$ cat src/rtl/fetch_queue_pkg.sv
// Shared constants and types for the instruction prefetch queue.
package fetch_queue_pkg;

    localparam logic [31:0] FQ_NOP         = 32'h00000013;
    localparam int          FQ_ENTRY_WIDTH = 64;
    localparam logic [31:0] FQ_RESET_PC    = 32'h00000000;

    typedef struct packed {
        logic [31:0] pc;
        logic [31:0] instr;
    } fq_entry_t;

    // Word-align a fetch address; the low two bits carry no meaning for imem.
    function automatic logic [31:0] fq_align(input logic [31:0] addr);
        return addr & 32'hFFFF_FFFC;
    endfunction

endpackage

$ cat src/rtl/fetch_queue_fifo.sv
// fq_fifo: generic synchronous FIFO with flush, async active-high clear.
// Pointers wrap naturally (DEPTH is a power of two); count tells full from empty.
module fq_fifo #(
    parameter int WIDTH = 64,
    parameter int DEPTH = 4,
    localparam int AW = $clog2(DEPTH),
    localparam int CW = $clog2(DEPTH + 1)
) (
    input  logic             clk,
    input  logic             clr,
    input  logic             push,
    input  logic             pop,
    input  logic             flush,
    input  logic [WIDTH-1:0] din,
    output logic [WIDTH-1:0] dout,
    output logic [CW-1:0]    count,
    output logic             full,
    output logic             empty
);

    logic [WIDTH-1:0] mem_q [DEPTH];
    logic [WIDTH-1:0] mem_d [DEPTH];
    logic [AW-1:0]    wr_ptr_q, wr_ptr_d;
    logic [AW-1:0]    rd_ptr_q, rd_ptr_d;
    logic [CW-1:0]    count_q, count_d;
    logic             do_push, do_pop;

    assign full  = (count_q == CW'(DEPTH));
    assign empty = (count_q == '0);
    assign dout  = mem_q[rd_ptr_q];
    assign count = count_q;

    // Next-state for storage, pointers and occupancy; flush overrides push/pop.
    always_comb begin
        do_pop   = pop & ~empty;
        do_push  = push & (~full | do_pop);
        mem_d    = mem_q;
        wr_ptr_d = wr_ptr_q;
        rd_ptr_d = rd_ptr_q;
        count_d  = count_q;
        if (flush) begin
            wr_ptr_d = '0;
            rd_ptr_d = '0;
            count_d  = '0;
        end else begin
            if (do_push) begin
                mem_d[wr_ptr_q] = din;
                wr_ptr_d        = wr_ptr_q + 1'b1;
            end
            if (do_pop) begin
                rd_ptr_d = rd_ptr_q + 1'b1;
            end
            if (do_push && !do_pop) begin
                count_d = count_q + 1'b1;
            end else if (do_pop && !do_push) begin
                count_d = count_q - 1'b1;
            end
        end
    end

    // State registers with asynchronous clear.
    always_ff @(posedge clk or posedge clr) begin
        if (clr) begin
            for (int i = 0; i < DEPTH; i++) begin
                mem_q[i] <= '0;
            end
            wr_ptr_q <= '0;
            rd_ptr_q <= '0;
            count_q  <= '0;
        end else begin
            mem_q    <= mem_d;
            wr_ptr_q <= wr_ptr_d;
            rd_ptr_q <= rd_ptr_d;
            count_q  <= count_d;
        end
    end

endmodule

$ cat src/rtl/fetch_queue.sv
// fetch_queue: sequential instruction prefetch in front of the IF/ID register.
// Issues one imem read per cycle while queue credit allows, buffers {pc, instr}
// pairs in fq_fifo and hands them to decode with valid/ready. A redirect flushes
// everything and restarts fetch at the new PC.
// Build option: define FETCH_BYPASS_EN to forward a response straight to decode
// when the queue is empty and decode is ready (1-cycle redirect latency).
module fetch_queue
    import fetch_queue_pkg::*;
#(
    parameter int          DEPTH    = 4,
    parameter logic [31:0] RESET_PC = FQ_RESET_PC,
    localparam int         CW       = $clog2(DEPTH + 1)
) (
    input  logic          clk,
    input  logic          clr,
    input  logic          redirect,
    input  logic [31:0]   redirect_pc,
    output logic [31:0]   imemaddr,
    output logic          imemrd,
    input  logic [31:0]   imemdataout,
    output logic          out_valid,
    input  logic          out_ready,
    output logic [31:0]   out_pc,
    output logic [31:0]   out_instr,
    output logic [CW-1:0] count
);

    logic [31:0] fetch_pc_q, fetch_pc_d;
    logic [31:0] pend_pc_q, pend_pc_d;
    logic        pending_q, pending_d;
    logic [31:0] last_pc_q, last_pc_d;
    logic [31:0] last_instr_q, last_instr_d;

    logic [31:0]               redirect_addr;
    logic [CW:0]               inflight;
    logic                      credit_ok;
    logic                      bypass;
    logic                      fifo_push, fifo_pop;
    logic                      fifo_full, fifo_empty;
    logic [CW-1:0]             fifo_count;
    logic [FQ_ENTRY_WIDTH-1:0] fifo_dout;
    fq_entry_t                 wr_entry, head_entry;

    assign head_entry = fifo_dout;
    assign count      = fifo_count;

    // Request issue: redirect always fetches; otherwise only with a free slot
    // for every entry already stored or in flight. The strobe is held off while
    // clr is asserted so imem sees no request during reset.
    always_comb begin
        redirect_addr = fq_align(redirect_pc);
        inflight      = {1'b0, fifo_count} + {{CW{1'b0}}, pending_q};
        credit_ok     = ~fifo_full & (inflight < (CW+1)'(DEPTH));
        imemrd        = ~clr & (redirect | credit_ok);
        imemaddr      = redirect ? redirect_addr : fetch_pc_q;
    end

    // Decode-side handshake, optional empty-queue bypass and FIFO controls.
    always_comb begin
`ifdef FETCH_BYPASS_EN
        bypass = fifo_empty & pending_q & out_ready & ~redirect;
`else
        bypass = 1'b0;
`endif
        out_valid = ~redirect & (~fifo_empty | bypass);
        if (out_valid) begin
            out_pc    = fifo_empty ? pend_pc_q   : head_entry.pc;
            out_instr = fifo_empty ? imemdataout : head_entry.instr;
        end else begin
            out_pc    = last_pc_q;
            out_instr = last_instr_q;
        end
        fifo_pop       = out_valid & out_ready & ~fifo_empty;
        fifo_push      = pending_q & ~redirect & ~bypass;
        wr_entry.pc    = pend_pc_q;
        wr_entry.instr = imemdataout;
        last_pc_d      = out_pc;
        last_instr_d   = out_instr;
    end

    // Fetch PC / in-flight tracking; redirect takes priority over sequential issue.
    always_comb begin
        fetch_pc_d = fetch_pc_q;
        pend_pc_d  = pend_pc_q;
        pending_d  = 1'b0;
        if (redirect) begin
            fetch_pc_d = redirect_addr + 32'd4;
            pend_pc_d  = redirect_addr;
            pending_d  = 1'b1;
        end else if (imemrd) begin
            fetch_pc_d = fetch_pc_q + 32'd4;
            pend_pc_d  = fetch_pc_q;
            pending_d  = 1'b1;
        end
    end

    // Control registers with asynchronous clear.
    always_ff @(posedge clk or posedge clr) begin
        if (clr) begin
            fetch_pc_q   <= RESET_PC;
            pend_pc_q    <= '0;
            pending_q    <= 1'b0;
            last_pc_q    <= '0;
            last_instr_q <= FQ_NOP;
        end else begin
            fetch_pc_q   <= fetch_pc_d;
            pend_pc_q    <= pend_pc_d;
            pending_q    <= pending_d;
            last_pc_q    <= last_pc_d;
            last_instr_q <= last_instr_d;
        end
    end

    fq_fifo #(
        .WIDTH(FQ_ENTRY_WIDTH),
        .DEPTH(DEPTH)
    ) u_fifo (
        .clk  (clk),
        .clr  (clr),
        .push (fifo_push),
        .pop  (fifo_pop),
        .flush(redirect),
        .din  (wr_entry),
        .dout (fifo_dout),
        .count(fifo_count),
        .full (fifo_full),
        .empty(fifo_empty)
    );

endmodule

$ cat config.mk
export PLATFORM = sky130hd
export DESIGN_NAME = fetch_queue
export DESIGN_NICKNAME = d
export VERILOG_FILES = /design/src/rtl/fetch_queue_pkg.sv /design/src/rtl/fetch_queue_fifo.sv /design/src/rtl/fetch_queue.sv
export SDC_FILE = /design/constraint.sdc
export NUM_CORES = 1
export LEC_CHECK = 0
export BUFFER_PORTS_ARGS = -buffer_cell sky130_fd_sc_hd__buf_4
export CORE_ASPECT_RATIO = 0.75
export CORE_MARGIN = 2
export CORE_UTILIZATION = 53
export DETAILED_ROUTE_END_ITERATION = 7
export GPL_TIMING_DRIVEN = 0
export HOLD_SLACK_MARGIN = 0.15
export PLACE_DENSITY_LB_ADDON = 0.25
export SKIP_CTS_REPAIR_TIMING = 1
export SLEW_MARGIN = 20
export SYNTH_ARGS = -nofsm -noshare
export SYNTH_HDL_FRONTEND = slang
export SYNTH_SLANG_ARGS = --single-unit
$ cat constraint.sdc
create_clock -name clk -period 13.3 [get_ports clk]
set_input_delay 1.995 -clock clk [delete_from_list [all_inputs] [get_ports clk]]
set_output_delay 1.995 -clock clk [all_outputs]
set_load 0.02 [all_outputs]
# ---- After elaboration in Yosys (flattened, before gate mapping)
# Cells that the tools add are included.
dict set report op_classes {
  muxes 24
  n_lt_le_gt_ge 4
  n_bitwise 16
  eq_ne 1
  addsub 7
  reduce_logical 11
}
# operator count
set op_table {}
lappend op_table {{32-bit 2-to-1 mux} 9}
lappend op_table {{256-bit bitwise mux} 1}
lappend op_table {{64-bit 2-to-1 mux} 3}
lappend op_table {{64-bit binary-select mux with 2-bit select} 1}
lappend op_table {{64-bit demux with 2-bit select} 1}
lappend op_table {{32-bit by 3-bit adder with 32-bit output, second input constant} 2}
lappend op_table {{3-bit 2-to-1 mux} 3}
lappend op_table {{1-bit AND} 8}
lappend op_table {{2-bit 2-to-1 mux} 4}
lappend op_table {{3-bit greater-or-equal comparator, second input constant} 2}
lappend op_table {{2-bit inverter with 3-bit output} 2}
lappend op_table {{2-bit nonzero test} 3}
lappend op_table {{2-bit by 1-bit adder with 2-bit output, second input constant} 2}
lappend op_table {{3-bit by 1-bit adder with 4-bit output} 1}
lappend op_table {{4-bit by 3-bit < comparator with 1-bit output, second input constant} 1}
lappend op_table {{1-bit inverter} 4}
lappend op_table {{3-bit by 1-bit adder with 3-bit output, second input constant} 1}
lappend op_table {{3-bit equality test, second input constant} 1}
lappend op_table {{1-bit logical AND} 3}
lappend op_table {{3-bit zero test} 1}
lappend op_table {{3-bit by 1-bit < comparator with 1-bit output, second input constant} 1}
lappend op_table {{3-bit nonzero test} 1}
lappend op_table {{3-bit by 1-bit subtractor with 3-bit output, second input constant} 1}
lappend op_table {{1-bit zero test} 2}
lappend op_table {{other kinds (3)} 5}
dict set report word_totals {
  regBits 392
  output_inout_bits 101
  in_bits 68
  wordCells 75
}

# ---- Depth between registers and ports, before layout
dict set report logic_depth {
  ltp_word 13
  mapped_depth 13
  ltp_nobuf 7
}

# ---- Cells and area by module
# From an unflattened synthesis, not the netlist that was laid out.
dict set report unflattened {
  hier_cells 1192
  hier_area_um2 18044.8
}
# module area_each_um2 cells_each n_inst seq_area_each_um2
set modules_own_cells {}
lappend modules_own_cells {fq_fifo 12309.3 683 1 6581.3}
lappend modules_own_cells {fetch_queue 5735.5 509 1 3131.8}

# ---- Worst setup path after synthesis
# No wires, ideal clock.
dict set report synth_path {
  path_kind {input-to-output}
  start {input port clr}
  end {output port imemrd}
  path_slack_ns -1.326
  n_path_buf 0
  arrival_time_ns 12.631
  path_stages 3
  required_ns 11.305
  cell_sequence {inv_1 -> o21ai_0 -> inv_1}
}
dict set report synth_between {
  elab_chain_len 2
}
# item line
set synth_lines {}
lappend synth_lines {{start, declared} fetch_queue.sv:15} ;# input logic clr,
lappend synth_lines {{1-bit inverter} fetch_queue.sv:54} ;# imemrd = ~clr & (redirect | credit_ok);
lappend synth_lines {{1-bit AND} fetch_queue.sv:54}
lappend synth_lines {{end, declared} fetch_queue.sv:19} ;# output logic imemrd,
# No other way between the ends.

# ---- Final worst setup path
dict set report layout_path {
  start {input port redirect}
  end {output port out_pc[29]}
}
dict set report layout_between {
  elab_chain_len 3
}
# item line
set layout_lines {}
lappend layout_lines {{start, declared} fetch_queue.sv:16} ;# input logic redirect,
lappend layout_lines {{1-bit inverter (no line)} -}
lappend layout_lines {{1-bit AND} fetch_queue.sv:65} ;# out_valid = ~redirect & (~fifo_empty | bypass);
lappend layout_lines {{32-bit 2-to-1 mux} fetch_queue.sv:66} ;# if (out_valid) begin
lappend layout_lines {{end, declared} fetch_queue.sv:23} ;# output logic [31:0] out_pc,
# No other way between the ends.

==> key figures <==
Place
  • Area after DPL: 0.0187 mm2
  • Final Wtd Congestion: 0.884
  • Placed instance count: around 1700
  • Port Buffer Count: 163
  • Post-DP HPWL: approximately 27000 um

Layout
  • Antenna cells: 0
  • Non-filler cells, final: 1797
  • Util after Layout: approximately 64%
  • Final instance area: approximately 0.020 mm2
  • # fillers: between 2000 and 2500
  • Layout cells sized above 1: 48.9%
  • Layout area overhead: 19.5%
  • Layout Nets: 1437

Outcome
  • Status: complete, no violations

Hold path
  • Hold Crit Class: reg2reg
  • WHS Path Cells: 1

Synthesis
  • Mapped Area: 0.0167 mm2
  • Post-synthesis compound-gate area fraction: around 2.8%
  • Synth cell types: 57
  • XOR/XNOR Fraction of Synth Area: less than 1%
  • Warnings, synthesis: 0
  • Largest family of logic cells by synthesized area: multiplexers
  • Mux cell area share after synthesis: about a third
  • Post-synthesis sequential area ratio: between 50% and 60%
  • Post-synthesis cell count: between 1000 and 1500
  • Adder-Cell Fraction of Synth Area: less than 1%
  • Post-synth ARST share: 100%
  • Number of synthesized flops with an enable pin: 0
  • Post-Synth Simple-Gate Area: 4.90%
  • Most frequently used flop master after synthesis: dfrtp_1
  • Synth Register Bits: 380
  • Syn Area/Cell: about 15 um2

Drt
  • Starting DRT DRC Count: between 700 and 800
  • Routed WL: about 38000 um
  • Pre-antenna DRT Iters: 5
  • Vias per cell: a little under 6
  • Drt drc: 0
  • Drt wl/cell: roughly 21 um
  • Final antenna-violating net count: 0
  • DR vias: approximately 10000

Critical path
  • Type of destination of the critical path: output port
  • Crit path launch type: input pin
  • Crit path cell chain: buf_6 > buf_4 > inv_1 > and2_1 > clkbuf_1 > buf_2 > buf_1 > mux2_2 > buf_4
  • Arr. time, crit path: ~4.5 ns
  • CP max stage cell: buf_1
  • Critical Path Max Stage Delay: approximately 0.5 ns
  • Worst R2R Path Depth: 5
  • Most Frequent Cell on Critical Path: buf_4
  • Critical path class: in2out
  • R2R setup slack: approximately 10 ns
  • Crit-path max FO: 10
  • Worst Path Required: 11.31 ns

Floorplan
  • Die width: between 200 and 250 um
  • DIE HEIGHT: roughly 160 um
  • # rows: 56
  • DIE AREA: roughly 0.033 mm2
  • Initial core utilization: a little over half
  • IO Count: about 170
  • Core Area: ~0.031 mm2

Clock tree
  • Worst-path clk slew: 0.06 ns
  • Longest Clk Path Bufs: 3
  • Clk_lat worst skew: around 0.54 ns
  • Root Buffer: clkbuf_16
  • H-tree depth: 2
  • TritonCTS Buffers: 39
  • Clk sinks: 380
  • CTS tree: yes

Power
  • Share of total power in combinational logic: 34.7%
  • Total power: 4610 uW
  • Clock power share: a little under a quarter
  • Leakage power: between 0.008 and 0.009 uW
  • Seq pwr share: a little over two fifths
  • Switching part of the total power: 31.0%
  • Sw Pwr: 1430 uW
  • Internal Power: 3180 uW
  • Max IR drop VDD: 114 uV
  • PD cells: 231 mW/mm2

STA
  • Final hold violations: 0
  • Worst-Margin Slew: ~1 ns
  • Final Cycle Share: roughly half
  • Slew headroom: a little over a third
  • Final setup viols: 0
  • RSZ-0062 raised after global routing: no
  • Skew final: about 0.028 ns
  • Fin. max-slew vios: 0
  • Fmax achieved: approximately 150 MHz
  • Minimum clock period: approximately 6.5 ns

Global route
  • Grt ovf: 0
  • Met2 Use GR: between 30% and 40%
  • Maximum number of pins on one net before global-route repair: 36
  • Global-route wire length before repair: a little over 60000 um
  • Initial antenna violation count: 0
  • Gr busiest metal: met2
  • Met1 Usage GRT: 34.9%
  • Vias in the first global route: approximately 11000
  • Overall Global Routing Usage: about a quarter
  • M3 GR Usage: approximately 4.2%

Run
  • Max-Cap Viols: 0
==> path summary, 6_finish.rpt <==
check / to / startpoint
max: out_pc[29] / redirect
min: last_pc_q[30] / last_pc_q[30]
max reg2reg: last_pc_q[25] / u_fifo.rd_ptr_q[1]
min reg2reg: last_pc_q[30] / last_pc_q[30]
max in group asynchronous: u_fifo.mem_q[18] / clr
min in group asynchronous: last_pc_q[7] / clr
==> cells in the mapped netlist, drive strengths merged (2+ instances only) <==
master	n	area, um2
a31oi	2	12.5
dfstp	3	78.8
nand4	12	75.1
and2	2	12.5
xnor2	11	96.3
nor3	7	40.0
nand2	32	130
or4	3	26.3
mux2i	16	160
ha	5	62.6
a22oi	2	20.0
mux4	62	1400
mux2	327	3680
o31a	4	35.0
o21ai	9	45.0
and4	3	26.3
clkbuf	20	75.1
o21a	2	15.0
nand3	15	75.1
buf	49	253
nor2	75	282
a21oi	32	164
dfrtp	377	9430
nand4b	5	43.8
o31ai	7	52.6
a32o	2	20.0
xor2	8	70.1
inv	23	86.3
nor4	6	37.5
nor2b	4	25.0
a21o	2	15.0
==> registers in the layout, summed over array words and instances (netlist names) <==
register,cells
u_fifo.mem_q,248
u_fifo.rd_ptr_q,2
u_fifo.count,3
last_pc_q,32
last_instr_q,32
fetch_pc_q,30
u_fifo.wr_ptr_q,2
pending_q,1
pend_pc_q,30
==> placed cells by master (no fill, tap or decap), types with 3 or more instances in the layout <==
cell type	instances
nand2_1	28
buf_1	9
nand4b_1	5
mux2_2	327
nand3_1	15
mux4_2	62
nand2_2	4
xor2_1	8
buf_12	12
clkbuf_16	39
clkbuf_8	11
and4_1	3
o31a_1	4
nor4_1	6
xnor2_1	11
clkinv_2	8
nor2_1	75
clkbuf_1	28
nor3_1	6
inv_1	22
o21ai_0	9
mux2i_1	16
dfstp_2	3
ha_1	5
a21oi_1	31
nand4_1	12
dfrtp_1	377
o31ai_1	7
nor2b_1	4
buf_2	34
buf_4	168
==> logic make-up (layout without fill, tap and decap cells) <==
family | after synthesis | in the layout
compound gates | 71 | 71
xor+xnor | 19 | 19
simple gates | 170 | 170
mux | 405 | 405
flops | 380 | 380
other cells | 1 | 2
fa+ha+maj | 6 | 6
buf+inv | 93 | 338
==> per-stage QoR <==
stage | setup slack (ns) | setup TNS (ns) | hold slack [ns]
finish | 6.79 | 0 | 0.495
global placement | -1.27 | -1.81 | 0.465
floorplan | 2.24 | 0 | 0.448
CTS | 6.79 | 0 | 0.493
global route | 6.66 | 0 | 0.508
detailed placement | 6.80 | 0 | 0.477
==> power groups by stage <==
stage	clock network, uW	registers [uW]	logic [uW]
after global placement	0	1930	1570
after floorplan	0	1870	1150
final	1070	1940	1600
after detailed placement	0	1960	1610
after CTS	1090	1940	1620
after global routing	1140	2010	1720
==> routing by layer <==
layer	vias to the layer above	routed length (um)
li1	4614	-
met4	0	734
met1	5368	17300
met5	-	0
met3	72	2250
met2	323	17900
==> critical path, delay by kind of cell <==
family | cells | cell delay, ns
buffers and inverters | 7 | 1.91
muxes | 1 | 0.42
and+or+nand+nor | 1 | 0.18
==> cell type report <==
type                    count  area [um2]  area share, %
plain buffers              69         328           1.64
clock buffers              58        1160           5.80
clock inverters            11        87.6          0.439
inverters                  24        93.8          0.470
multi-input cells         673        6780           34.0
flip-flops and latches    380        9510           47.7
well taps                 406         508           2.55
repair buffers            176        1490           7.47
No activity file was read; power rests on OpenSTA's default activity.
